[config.mk]
export PLATFORM = sky130hd
export DESIGN_NAME = ip_route_buf
export DESIGN_NICKNAME = d
export VERILOG_FILES = /design/src/rtl/ip_route_buf.sv
export SDC_FILE = /design/constraint.sdc
export NUM_CORES = 1
export LEC_CHECK = 0
export BUFFER_PORTS_ARGS = -buffer_cell sky130_fd_sc_hd__buf_2
export CORE_ASPECT_RATIO = 1.4
export CORE_MARGIN = 2
export CORE_UTILIZATION = 50
export CTS_CLUSTER_DIAMETER = 50
export DETAILED_ROUTE_END_ITERATION = 8
export PLACE_DENSITY = 0.72
export SLEW_MARGIN = 0
export SYNTH_ARGS = -nofsm -noshare
export SYNTH_HDL_FRONTEND = slang
export SYNTH_SLANG_ARGS = --single-unit
[constraint.sdc]
create_clock -name clk -period 5 [get_ports clk]
set_clock_uncertainty 0.2 [all_clocks]
set_input_delay 0.5 -clock clk [delete_from_list [all_inputs] [get_ports clk]]
set_output_delay 0.5 -clock clk [all_outputs]
set_load 0.02 [all_outputs]
[src/rtl/ip_route_buf.sv]
// Input-port flit buffer with XY route decode. The decoded direction is captured
// from the head flit and held until that packet's eof flit is handed off.
//
// state | meaning
// IDLE  | no packet open; a non-empty FIFO head is decoded as a head flit
// SEND  | packet open; FIFO head presented with the held direction until eof
module ip_route_buf #(
   parameter int DW    = 8,
   parameter int AW    = 2,
   parameter int DEPTH = 4,
   parameter int PX    = 0,
   parameter int PY    = 0,
   parameter int SN    = 5
) (
   input  logic                     clk,
   input  logic                     rst_n,
   input  logic                     in_vld,
   input  logic [DW-1:0]            in_data,
   input  logic                     in_eof,
   output logic                     in_rdy,
   output logic                     out_vld,
   output logic [DW-1:0]            out_data,
   output logic                     out_eof,
   output logic [SN-1:0]            out_dec,
   input  logic                     out_rdy,
   output logic [$clog2(DEPTH):0]   fill
);

   localparam int PW = $clog2(DEPTH);
   localparam logic [AW-1:0] LX = AW'(PX);
   localparam logic [AW-1:0] LY = AW'(PY);
   localparam logic [PW:0] FULL = (PW+1)'(DEPTH);

   typedef enum logic {IDLE, SEND} state_t;

   state_t          r_state;
   logic [DW:0]     r_mem [DEPTH];
   logic [PW-1:0]   r_wr_ptr;
   logic [PW-1:0]   r_rd_ptr;
   logic [PW:0]     r_fill;
   logic [SN-1:0]   r_dec;

   logic            w_wr;
   logic            w_rd;
   logic [DW:0]     w_head;

   // Direction bit order: [0]N [1]E [2]S [3]W [4]L; X is resolved before Y.
   function automatic logic [SN-1:0] xy_dec(input logic [2*AW-1:0] coord);
      logic [AW-1:0] dx;
      logic [AW-1:0] dy;
      dx = coord[AW-1:0];
      dy = coord[2*AW-1:AW];
      xy_dec = '0;
      if (dx > LX)      xy_dec[1] = 1'b1;
      else if (dx < LX) xy_dec[3] = 1'b1;
      else if (dy > LY) xy_dec[0] = 1'b1;
      else if (dy < LY) xy_dec[2] = 1'b1;
      else              xy_dec[4] = 1'b1;
   endfunction

   assign w_head   = r_mem[r_rd_ptr];
   assign in_rdy   = (r_fill != FULL);
   assign out_vld  = (r_state == SEND) && (r_fill != '0);
   assign out_data = w_head[DW-1:0];
   assign out_eof  = w_head[DW];
   assign out_dec  = r_dec;
   assign fill     = r_fill;
   assign w_wr     = in_vld & in_rdy;
   assign w_rd     = out_vld & out_rdy;

   always_ff @(posedge clk) begin
      if (w_wr) r_mem[r_wr_ptr] <= {in_eof, in_data};
   end

   always_ff @(posedge clk or negedge rst_n) begin
      if (!rst_n) begin
         r_wr_ptr <= '0;
         r_rd_ptr <= '0;
         r_fill   <= '0;
      end else begin
         if (w_wr) r_wr_ptr <= r_wr_ptr + 1'b1;
         if (w_rd) r_rd_ptr <= r_rd_ptr + 1'b1;
         case ({w_wr, w_rd})
            2'b10:   r_fill <= r_fill + 1'b1;
            2'b01:   r_fill <= r_fill - 1'b1;
            default: r_fill <= r_fill;
         endcase
      end
   end

   always_ff @(posedge clk or negedge rst_n) begin
      if (!rst_n) begin
         r_state <= IDLE;
         r_dec   <= '0;
      end else begin
         case (r_state)
            IDLE: begin
               if (r_fill != '0) begin
                  r_dec   <= xy_dec(w_head[2*AW-1:0]);
                  r_state <= SEND;
               end
            end
            SEND: begin
               if (w_rd && w_head[DW]) begin
                  r_dec   <= '0;
                  r_state <= IDLE;
               end
            end
            default: begin
               r_dec   <= '0;
               r_state <= IDLE;
            end
         endcase
      end
   end

endmodule
==> results.md, run 1 <==
- Root Driver: clkbuf_8
- Slowest stage delay, CP: 0.72 ns
- H-tree levels: 2
- Worst Path Arrival: 1.87 ns
- Post-CTS sizing: 0
- Internal power: 0.888 mW
- DR WL/cell: 16.0 um
- RSZ-0062 raised after global routing: false
- CTS tree: yes
- Post-CTS setup buffers: 0
- First-pass GRT wire length: 4800 um
- Setup WS post-layout: 2.43 ns
- Crit path required time: around 4.3 ns
- Fin Setup TNS: 0 ns
- Setup CP Type: flip-flop to primary output
- Total CTS buffers: 5
- Clock Path Buffers: 2
- Setup violators final: 0
- Period utilisation layout: 0.514
- Comb power frac: 0.360
- Max-Cap Viols: 0
- Flip-flop and latch area: 1360 um^2
- Routed Antenna Nets: 0
- PortBufs: 29
- Tmin final: 2.57 ns
- Warnings from Yosys: 0
- Fillcell total: between 200 and 300
- Critical path endpoint category: primary output
- Relative slew margins: 0.613
- Clock Sinks: 47
- Share of cells above drive strength 1: 0.300
- Largest net degree at the start of global routing: 16
- Post-synthesis sequential area ratio: 0.700
- Post-synthesis cell type count: 26
- Global route total overflow: 0
- Slowest CP cell: dfrtp_1
- Clock network power share: 0.195
- Boundary Pins: 32
- Sw Pwr: 0.476 mW
- Worst VDD drop: 0.323 mV
- Hold WS: 0.212 ns
- Final WL: 2910 um
- Drt drc: 0
- Max FO, Critical Path: 11
- Footprint of the multi-input gates: 528 um^2
- Initial antenna violation count: 0
- Least-Margin Pin Slew: 0.580 ns
- Die Y: between 70 and 80 um
- Placeable Area: 3680 um^2
- Clk slew on worst S/H paths: 0.08 ns
- Seq pwr share: 0.444
- GRT Util Overall: 0.149
- Die footprint: 4390 um^2
- Peak Freq: 389 MHz
- Mean Syn Cell Area: 18.4 um^2
- Status: completed
- Cell Chain, Critical Path: mux4_1 -> buf_2
- PwrDens: 613 nW/um^2
- DR iter-0 viols: 33
- Pre-CTS setup slack: 2.70 ns
- Net Sw Frac: 0.349
- #FFs+latches synth: 47
- Number of global-route vias before repair: 1071
- Die width: about 57 um
- Hold Vio Cnt, Final: 0
- Lkg Pwr: 0.892 nW
- Drt pass-1 iters: 4
- DR vias: 979
- Startpoint Class: flip-flop
- # diodes: 0
- Initial Utilization: 0.527
- Pins Over Slew Limit: 0
- Mapped cell area: 1940 um^2
- Worst skew pair latency: between 0.2 and 0.3 ns
- Finished Layout Cells: around 180
- Area growth, synth to finish: 14.9%
- Final Wtd Congestion: 0.725
- Via density: roughly 5.4
- Row count: 26
- Post-Place Cells: 173
- Nets@finish: 158
- Tightest Hold Check Type: primary input to flip-flop
- Mapped Cells: 105
==> cells by family after synthesis <==
logic type / after synthesis / synth area share
compound gates: 5 / 0.0207
xor+xnor: 6 / 0.0271
fa+ha+maj: 6 / 0.0426
buf+inv: 10 / 0.0291
flops: 47 / 0.700
mux: 11 / 0.125
other cells: 1 / 0.00194
simple gates: 19 / 0.0530
==> placed cells by master, fill, tap and decap left out, types with 4 or more instances in the layout <==
cell,Yosys,final
and3_1,5,5
buf_2,0,29
clkbuf_8,0,5
dfrtp_1,11,11
edfxtp_1,36,36
ha_1,5,5
inv_1,6,6
mux4_1,5,5
mux4_2,4,4
nor2_1,4,4
==> area by class of cell <==
class | instances | share of cell area
flip-flops and latches | 47 | 0.610
inverters | 6 | 0.0101
clock buffers | 6 | 0.0326
repair buffers | 30 | 0.0697
well taps | 42 | 0.0236
clock inverters | 2 | 0.0169
multi-input cells | 49 | 0.237
==> layer usage <==
metal / vias to the layer above / global-route usage / wire, um / part of all wire
met5: - / 0 / 0 / 0
met4: 0 / 0.0500 / 26 / 0.0089
met3: 4 / 0.0500 / 145 / 0.050
met2: 29 / 0.259 / 1560 / 0.54
met1: 477 / 0.169 / 1170 / 0.40
li1: 469 / - / - / -
==> cell usage after synthesis (all sizes together) <==
cell | n | area (um^2)
nor2 | 5 | 26.3
and3 | 5 | 31.3
nand3 | 1 | 5.00
ha | 5 | 62.6
and2 | 2 | 12.5
inv | 6 | 22.5
dfrtp | 11 | 275
nand2 | 3 | 11.3
or3 | 1 | 6.26
a21o | 2 | 15.0
fa | 1 | 20.0
edfxtp | 36 | 1080
xnor2 | 3 | 26.3
mux2 | 1 | 11.3
mux2i | 1 | 10.0
conb | 1 | 3.75
a32o | 1 | 10.0
a31oi | 1 | 6.26
buf | 4 | 33.8
xor2 | 3 | 26.3
o2bb2ai | 1 | 8.76
mux4 | 9 | 221
nor3 | 2 | 10.0
==> worst max-delay path, delay by kind of cell (launching register included) <==
kind | cells | cell delay (ns)
flops | 1 | 0.72
mux | 1 | 0.68
buf+inv | 1 | 0.19
==> power groups by stage <==
stage / sequential [mW] / clock, mW / combinational (mW)
finish: 0.606 / 0.266 / 0.491
global route: 0.621 / 0.289 / 0.534
CTS: 0.608 / 0.271 / 0.501
detailed placement: 0.617 / 0 / 0.498
global placement: 0.608 / 0 / 0.481
floorplan: 0.595 / 0 / 0.378
==> per-stage QoR <==
step	utilization	power, mW	area, um^2
finish	0.605	1.36	2220
global route	0.605	1.44	2220
CTS	0.605	1.38	2220
detailed placement	0.572	1.11	2100
global placement	0.572	1.09	2100
floorplan	-	0.974	1940
==> sequential cells by signal, summed over array words and instances, names as in the netlist <==
name      cells
fill          3
r_rd_ptr      2
r_wr_ptr      2
r_mem        36
r_state       1
out_dec       3
==> path summary, 6_finish.rpt <==
kind / startpoint / cells past startpoint / endpoint / slack [ns]
min in group asynchronous: rst_n / 2 / r_wr_ptr[1]$_DFFE_PN0P_ / 0.40
worst min register to register: out_dec[0]$_DFFE_PN0P_ / 1 / out_dec[0]$_DFFE_PN0P_ / 0.29
max in group asynchronous: rst_n / 2 / out_dec[1]$_DFFE_PN0P_ / 4.00
worst min-delay path: in_data[7] / 1 / r_mem[1][7]$_DFFE_PP_ / 0.21
worst max-delay path: r_rd_ptr[0]$_DFFE_PN0P_ / 2 / out_eof / 2.43
worst max register to register: fill[0]$_DFFE_PN0P_ / 10 / fill[2]$_DFFE_PN0P_ / 2.66
==> what timing repair did <==
item	in CTS	in global routing
setup endpoints to repair	0	0
hold buffers	1	0
endpoints found under the hold margin	11	0
(Power assumes the default switching activity.)
==> inputs of run 2 (changes only) <==
--- a/config.mk
+++ b/config.mk
@@ -8,10 +8,10 @@
 export BUFFER_PORTS_ARGS = -buffer_cell sky130_fd_sc_hd__buf_2
 export CORE_ASPECT_RATIO = 1.4
 export CORE_MARGIN = 2
-export CORE_UTILIZATION = 50
+export CORE_UTILIZATION = 49
 export CTS_CLUSTER_DIAMETER = 50
 export DETAILED_ROUTE_END_ITERATION = 8
-export PLACE_DENSITY = 0.72
+export PLACE_DENSITY = 0.74
 export SLEW_MARGIN = 0
 export SYNTH_ARGS = -nofsm -noshare
 export SYNTH_HDL_FRONTEND = slang
==> constraint.sdc (replaced) <==
create_clock -name clk -period 2.3 [get_ports clk]
set_clock_uncertainty 0.2 [all_clocks]
set_input_delay 0.23 -clock clk [delete_from_list [all_inputs] [get_ports clk]]
set_output_delay 0.23 -clock clk [all_outputs]
set_load 0.02 [all_outputs]
==> run 2 against run 1 <==
Cell count rose by 9.3%. Routed wire length rose by 14%. Flip-flop and latch count did not move. Critical path type is now flip-flop to flip-flop.
==> results.md, run 2 (synthesized netlist as in run 1, its figures left out) <==
- Sw Pwr: 1.12 mW (+130%)
- PwrDens: 1310 nW/um^2 (+110%)
- Setup crit end: fill[1]$_DFFE_PN0P_
- Fillcell total: 309 (+7.7%)
- Slowest stage delay, CP: 0.44 ns (-0.28 ns)
- Drt pass-1 iters: 4 (unchanged)
- Worst VDD drop: 0.964 mV (+200%)
- CTS tree: yes
- Clk slew on worst S/H paths: 0.08 ns (about the same)
- Total CTS buffers: 5 (unchanged)
- Tightest Hold Check Type: primary input to flip-flop
- Cell Chain, Critical Path: or3_4 -> and3_4 -> ha_2 -> inv_1 -> fa_2 -> mux2i_1
- Pins Over Slew Limit: 0 (unchanged)
- Initial antenna violation count: 0 (unchanged)
- DR iter-0 viols: 31 (-6.1%)
- Critical register-to-register path endpoint: fill[1]$_DFFE_PN0P_
- Seq pwr share: 0.407 (-0.037)
- H-tree levels: 2 (unchanged)
- DR WL/cell: 16.6 um (+4.1%)
- Die footprint: 4480 um^2 (+1.9%)
- Crit path required time: 2.30 ns (-2.00 ns)
- Share of cells above drive strength 1: 0.372 (+0.0718)
- PortBufs: 29 (unchanged)
- First-pass GRT wire length: 5290 um (+10%)
- Boundary Pins: 32 (unchanged)
- Drt drc: 0 (unchanged)
- Status: completed
- Lkg Pwr: 0.966 nW (+8.3%)
- Global route total overflow: 0 (unchanged)
- Final core utilization: 0.626 (+0.0206)
- Largest Register: r_mem
- Hold Vio Cnt, Final: 0 (unchanged)
- Hold WS: 0.105 ns (-0.107 ns)
- WP depth: 6 (+4)
- Setup violators final: 0 (unchanged)
- Internal power: 2.04 mW (+130%)
- Most frequent cells in the layout: edfxtp_1 (36), buf_2 (29), dlygate4sd3_1 (11)
- Worst Path Arrival: 2.18 ns (+0.31 ns)
- Most common cell after layout, fill and taps aside: edfxtp_1
- Nets@finish: 174 (+10%)
- FF-to-FF path depth: 6 (-4)
- Final instance area: 2410 um^2 (+8.3%)
- Fin Setup TNS: 0 ns (unchanged)
- Clock Sinks: 47 (unchanged)
- # diodes: 0 (unchanged)
- Relative slew margins: 0.649 (+0.0359)
- GRT Util Overall: 0.159 (+0.00964)
- Buf/Inv on CP: 1 (unchanged)
- Pre-CTS setup slack: 0.00871 ns (-2.69 ns)
- Net Sw Frac: 0.353 (+0.00401)
- Post-place instance area: 2130 um^2 (+1.4%)
- Period utilisation layout: 0.947
- Max-Cap Viols: 0 (unchanged)
- Post-DP HPWL: 2230 um
- Worst skew pair latency: 0.29 ns (about the same)
- Finished Layout Cells: 199 (+9.3%)
- Least-Margin Pin Slew: 0.526 ns (-0.0539 ns)
- Post-Place Cells: 176 (+1.7%)
- Final WL: 3310 um (+14%)
- Power Total: 3.16 mW (+130%)
- Die Y: 78.4 um (+0.97%)
- Clock Path Buffers: 2 (unchanged)
- Largest net degree at the start of global routing: 17 (+1)
- Clock network power share: 0.187 (-0.008)
- RR Startpoint: fill[2]$_DFFE_PN0P_
- Number of global-route vias before repair: 1146 (+7.0%)
- Placeable Area: 3850 um^2 (+4.8%)
- Peak Freq: 459 MHz
- Setup CP Type: flip-flop to flip-flop
- Final Wtd Congestion: 0.742 (+2.3%)
- Critical path endpoint category: flip-flop
- Root Driver: clkbuf_8
- Setup WS post-layout: 0.122 ns (-2.31 ns)
- Comb power frac: 0.406 (+0.046)
- Die width: 57.1 um (+0.95%)
- Initial Utilization: 0.503 (-0.0240)
- Tmin final: 2.18 ns
- Startpoint Class: flip-flop
- Crit-path leading delay family: simple AND/OR/NAND/NOR gates
- FF-to-FF setup slack: 0.12 ns (-2.54 ns)
- Row count: 27 (+3.8%)
- Max FO, Critical Path: 4 (-7)
- DR vias: 1046 (+6.8%)
- Via density: 5.26 (-2.3%)
- Largest register FFs: 36 (unchanged)
- Slowest CP cell: fa_2
- Critical path origin: fill[2]$_DFFE_PN0P_
- Routed Antenna Nets: 0 (unchanged)
- Area growth, synth to finish: 24.4%
[run 2: what timing repair did]
item,in CTS,in global routing
setup endpoints to repair,1,2
resized for setup,2,7
pin swaps,0,3
buffers inserted,0,4
hold endpoints to repair,48,0
hold buffers,11,0
[run 2: cell type report]
type | count | area [um^2] | share of cell area
Sequential cell | 47 | 1360 | 0.563
Multi-Input combinational cell | 49 | 558 | 0.232
Timing Repair Buffer | 46 | 300 | 0.125
Clock buffer | 5 | 68.8 | 0.0286
Tap cell | 43 | 53.8 | 0.0223
Clock inverter | 3 | 46.3 | 0.0192
Inverter | 6 | 25.0 | 0.0104
[run 2: layer usage]
metal | global-route usage | part of all wire | up-vias
met5 | 0 | 0 | -
met4 | 0.0488 | 0.0076 | 0
met3 | 0.0297 | 0.030 | 4
met2 | 0.291 | 0.58 | 25
met1 | 0.185 | 0.39 | 523
li1 | - | - | 494
[run 2: worst min-delay path by stage]
| stage | from | to | slack (ns) | cells after the start |
|---|---|---|---|---|
| final | in_vld | r_wr_ptr[0]$_DFFE_PN0P_ | 0.10 | 3 |
| after global routing | in_vld | r_wr_ptr[0]$_DFFE_PN0P_ | 0.14 | 3 |
| after CTS | rst_n | r_wr_ptr[1]$_DFFE_PN0P_ | 0.14 | 2 |
| after detailed placement | rst_n | fill[1]$_DFFE_PN0P_ | -0.09 | 1 |
| after global placement | rst_n | fill[1]$_DFFE_PN0P_ | -0.1 | 1 |
| after floorplan | rst_n | fill[0]$_DFFE_PN0P_ | -0.27 | 0 |
[run 2: worst reg2reg max path, cell delays in order (launching register included)]
cell and delay, ns:
dfrtp_1 0.42, or3_4 0.41, and3_4 0.21, ha_2 0.18, inv_1 0.08, fa_2 0.44, mux2i_1 0.17
[run 2: power groups by stage]
stage / Sequential [mW] / Combinational (mW) / Clock (mW)
after CTS: 1.29 / 1.21 / 0.607
final: 1.28 / 1.28 / 0.591
after detailed placement: 1.30 / 1.19 / 0
after floorplan: 1.30 / 0.837 / 0
after global placement: 1.28 / 1.15 / 0
after global routing: 1.31 / 1.40 / 0.639
